--- src/rtl/student_pipe_addsub.sv ---
// student_pipe_addsub: pipelined two's-complement adder/subtractor, one carry-rippled chunk per stage
// with valid/ready flow control; student_full_adder is the per-bit cell.
module student_full_adder (
  input  logic a_i,
  input  logic b_i,
  input  logic c_i,
  output logic s_o,
  output logic c_o
);
  assign s_o = a_i ^ b_i ^ c_i;
  assign c_o = (a_i & b_i) | (c_i & (a_i ^ b_i));
endmodule

module student_pipe_addsub #(
  parameter int WIDTH  = 16,
  parameter int STAGES = 4
) (
  input  logic             clk,
  input  logic             rst_n,
  input  logic             in_valid,
  output logic             in_ready,
  input  logic [WIDTH-1:0] a,
  input  logic [WIDTH-1:0] b,
  input  logic             sub,
  output logic             out_valid,
  input  logic             out_ready,
  output logic [WIDTH-1:0] out,
  output logic             carry_out,
  output logic             overflow
);
  localparam int C = WIDTH / STAGES;
  logic adv;
  logic ovf_q;
  assign adv      = !out_valid | out_ready;
  assign in_ready = adv;
  for (genvar k = 0; k < STAGES; k++) begin : g_stage
    localparam int XW = WIDTH - k * C;
    // w rotates right by one chunk per stage: unsummed a chunk at the bottom, finished sums enter at the top
    logic [WIDTH-1:0] w_x, w_d, w_q;
    logic [XW-1:0]    b_x;
    logic             s_x, v_x, ci;
    logic [C:0]       cc;
    logic [C-1:0]     sm;
    logic             v_q, c_q;
    if (k == 0) begin : g_in
      assign w_x = a;
      assign b_x = b;
      assign s_x = sub;
      assign v_x = in_valid;
      assign ci  = sub;
    end else begin : g_link
      assign w_x = g_stage[k-1].w_q;
      assign b_x = g_stage[k-1].g_fwd.b_q;
      assign s_x = g_stage[k-1].g_fwd.s_q;
      assign v_x = g_stage[k-1].v_q;
      assign ci  = g_stage[k-1].c_q;
    end
    assign cc[0] = ci;
    for (genvar j = 0; j < C; j++) begin : g_fa
      student_full_adder u_fa (
        .a_i(w_x[j]),
        .b_i(b_x[j] ^ s_x),
        .c_i(cc[j]),
        .s_o(sm[j]),
        .c_o(cc[j+1])
      );
    end
    if (STAGES == 1) begin : g_one
      assign w_d = sm;
    end else begin : g_rot
      assign w_d = {sm, w_x[WIDTH-1:C]};
    end
    always_ff @(posedge clk or negedge rst_n)
      if (!rst_n) begin
        v_q <= 1'b0;
        w_q <= '0;
        c_q <= 1'b0;
      end else if (adv) begin
        v_q <= v_x;
        w_q <= w_d;
        c_q <= cc[C];
      end
    if (k < STAGES - 1) begin : g_fwd
      logic [XW-C-1:0] b_q;
      logic            s_q;
      always_ff @(posedge clk or negedge rst_n)
        if (!rst_n) begin
          b_q <= '0;
          s_q <= 1'b0;
        end else if (adv) begin
          b_q <= b_x[XW-1:C];
          s_q <= s_x;
        end
    end else begin : g_last
      always_ff @(posedge clk or negedge rst_n)
        if (!rst_n) ovf_q <= 1'b0;
        else if (adv) ovf_q <= cc[C-1] ^ cc[C];
    end
  end
  assign out       = g_stage[STAGES-1].w_q;
  assign out_valid = g_stage[STAGES-1].v_q;
  assign carry_out = g_stage[STAGES-1].c_q;
  assign overflow  = ovf_q;
endmodule

--- config.mk ---
export PLATFORM = sky130hd
export DESIGN_NAME = student_pipe_addsub
export DESIGN_NICKNAME = d
export VERILOG_FILES = /design/src/rtl/student_pipe_addsub.sv
export SDC_FILE = /design/constraint.sdc
export NUM_CORES = 1
export LEC_CHECK = 0
export CAP_MARGIN = 20
export CORE_MARGIN = 3
export CORE_UTILIZATION = 35
export DETAILED_ROUTE_END_ITERATION = 6
export GPL_TIMING_DRIVEN = 0
export PLACE_DENSITY = 0.55
export SYNTH_ARGS = -nofsm -noshare
export SYNTH_HDL_FRONTEND = slang
export SYNTH_SLANG_ARGS = --single-unit
--- constraint.sdc ---
create_clock -name clk -period 5.3 [get_ports clk]
set_input_delay 0.53 -clock clk [delete_from_list [all_inputs] [get_ports clk]]
set_output_delay 0.53 -clock clk [all_outputs]
set_load 0.005 [all_outputs]
==> results.json <==
{
  "power.leakage_nw": 2.676,
  "io_buffers": 55,
  "syn2layout_area_growth_pct": 23.32,
  "vias_per_cell": 4.427,
  "crit_start": "g_stage[1].g_fwd.s_q",
  "achievable-frequency_mhz": 349.1,
  "clock_tree.root_cell": "clkbuf_16",
  "fin_ws_ns": 2.436,
  "place_congestion": 0.7144,
  "ys_top_cells_by_count": "dfrtp_1, mux2_4, inv_1",
  "r2r_slack_ns": 2.44,
  "clkSlewWorstSetupHoldPaths_ns": 0.07,
  "core_mm2": 0.01282,
  "die_h_um": 121.7,
  "path_class": "flip-flop to flip-flop",
  "syn_inst": 274,
  "synth.net_count": 326,
  "syn_area_per_cell_um2": 17.09,
  "routed_wl_um": 8032,
  "status": "finished, final reports clean",
  "maxSlewViolCount": 0,
  "grt_start_max_net_pins": 66,
  "die_w_um": 121.7,
  "initial_core_util_pct": 36.52,
  "worstMarginPinSlew_ns": 0.4765,
  "drt-pass1-iter-count": 5,
  "timing.final.crit_share_pct": 54.04,
  "required_ns": 5.52,
  "layout_min_cycle_time_ns": 2.864,
  "fp-row-count": 41,
  "postCtsResizedCells": 0,
  "pre_cts_ws_ns": 2.324,
  "grt-ovfl-total": 0,
  "ir_worst_vdd_uv": 197.9,
  "final_antenna_net_count": 0,
  "drt_iter0_markers": 93,
  "cp-end-kind": "flip-flop",
  "post_cts_buffers": 0,
  "wl_per_cell_um": 15.51,
  "rsz0062_at_grt": "false",
  "setup-tns-final_ns": 0,
  "finClkSkew_ns": 0.006226,
  "ys_types": 16,
  "clock-sinks": 100,
  "dp.final_hpwl_um": 5595,
  "antennaDiodeCount": 0,
  "ys_ff_latch": 100,
  "worstPathArrival_ns": 3.09,
  "synthTopCellsByArea": "dfrtp_1, mux2_4, fa_1",
  "synth_top_area_share_pct": 53.43,
  "grt_pass1_wl_um": 13440,
  "yosys_warnings": 0,
  "ys_seq_area_share_pct": 53.43,
  "hold_path_class": "primary input to asynchronous set/reset pin",
  "cts-hold-fix-buffers": 0,
  "hold_viol": 0,
  "drc": 0,
  "dieArea_mm2": 0.01480,
  "drive_gt1_share_pct": 35.26,
  "worstSkewPairLatency_ns": 0.34,
  "clk_path_buf_depth": 2,
  "nNetsFinal": 393,
  "synth_top_area_cell": "dfrtp_1",
  "cts_max_level": 3,
  "total_power_mw": 3.491,
  "drv_cap": 0,
  "rr_startpoint": "g_stage[1].g_fwd.s_q",
  "whs_ns": 0.1409,
  "crit_fanout": 6,
  "yosysMostFrequentCell": "dfrtp_1",
  "power_density_mw_per_mm2": 604.5,
  "first_global_vias": 2506,
  "synth-edff-count": 0,
  "cts_tree": "done",
  "slew_headroom_pct": 68.23,
  "vias": 2293,
  "cts_buffers": 9,
  "grt_usage_pct": 11.99,
  "ioPinCount": 57,
  "antenna_found_initial": 0,
  "synth-main-ff-cell": "dfrtp_1",
  "ys_async_sr_fraction_pct": 100.0,
  "ff2ff_path_depth": 9,
  "setup_viol": 0,
  "utilization_pct": 45.03,
  "synth_area_mm2": 0.004683,
  "worstSetupStartpointType": "flip-flop"
}
-- routing by layer --
metal / part of all wire, % / vias up / wire, um / GRT usage (%)
li1: - / 1058 / - / -
met1: 47 / 1181 / 3777 / 16.03
met2: 47 / 48 / 3785 / 18.58
met3: 4.8 / 6 / 383 / 4.225
met4: 1.1 / 0 / 85 / 3.361
met5: 0 / - / 0 / 0
-- through the flow --
| stage | std cells | area, um2 |
|---|---|---|
| 6_report | 518 | 5776 |
| 5_1_grt | 518 | 5776 |
| 4_1_cts | 518 | 5776 |
| 3_5_place_dp | 502 | 5474 |
| 3_3_place_gp | 501 | 5449 |
| 2_1_floorplan | 274 | 4683 |
-- power breakdown --
| group | internal, mW | leakage, nW | switching, mW |
|---|---|---|---|
| Combinational | 1.00 | 1.37 | 0.521 |
| Clock | 0.379 | 0.153 | 0.279 |
| Sequential | 1.11 | 1.16 | 0.207 |
| Total | 2.48 | 2.68 | 1.01 |
-- worst paths after layout --
check	to
hold reg to reg	out_valid
setup / recovery	g_stage[2].w_q[15]
max in group asynchronous	g_stage[1].w_q[7]
setup reg to reg	g_stage[2].w_q[15]
hold / removal	out[8]
min in group clk	out_valid
-- cell usage in the layout (no fill, tap or decap), types with 2 or more instances in the layout --
cell and count:
a21oi_1 8, buf_12 9, buf_2 2, clkbuf_1 3
clkbuf_16 9, clkdlybuf4s50_1 54, clkinv_2 3, dfrtp_1 100
fa_1 15, inv_1 17, mux2_2 11, mux2_4 80
nor3b_1 8, xnor2_1 9, xor2_1 8
-- layout make-up --
class	count	area (um2)
flip-flops and latches	100	2502
repair buffers	56	575.6
clock buffers	10	239.0
fillers	1200	7049
plain buffers	15	212.7
clock inverters	6	62.56
inverters	17	63.81
multi-input cells	142	1904
well taps	172	215.2
-- worst max-delay path, cell delays in order (launching register included) --
cell and delay [ns]:
dfrtp_1 0.32, clkbuf_1 0.34, xor2_1 0.23, fa_1 0.22, inv_1 0.06, fa_1 0.42, fa_1 0.39, inv_1 0.09
fa_1 0.41, mux2_4 0.26
-- cell families after synthesis --
logic type	after synthesis	share of synthesized area (%)
AND/OR/NAND/NOR	10	1.710
multiplexers	92	28.51
flip-flops	100	53.43
AO/OA/AOI/OAI	8	0.8550
buffers and inverters	32	5.904
XOR/XNOR	17	3.179
adder cells (fa/ha/maj)	15	6.412
-- sequential cells by signal, indices dropped and copies added, names as in the netlist, 3 cells and up --
register and count:
g_stage.w_q 48, g_stage.v_q 3, g_stage.c_q 3, g_stage.g_fwd.s_q 3, out 16, g_stage.g_fwd.b_q 24
(Power assumes the default switching activity.)
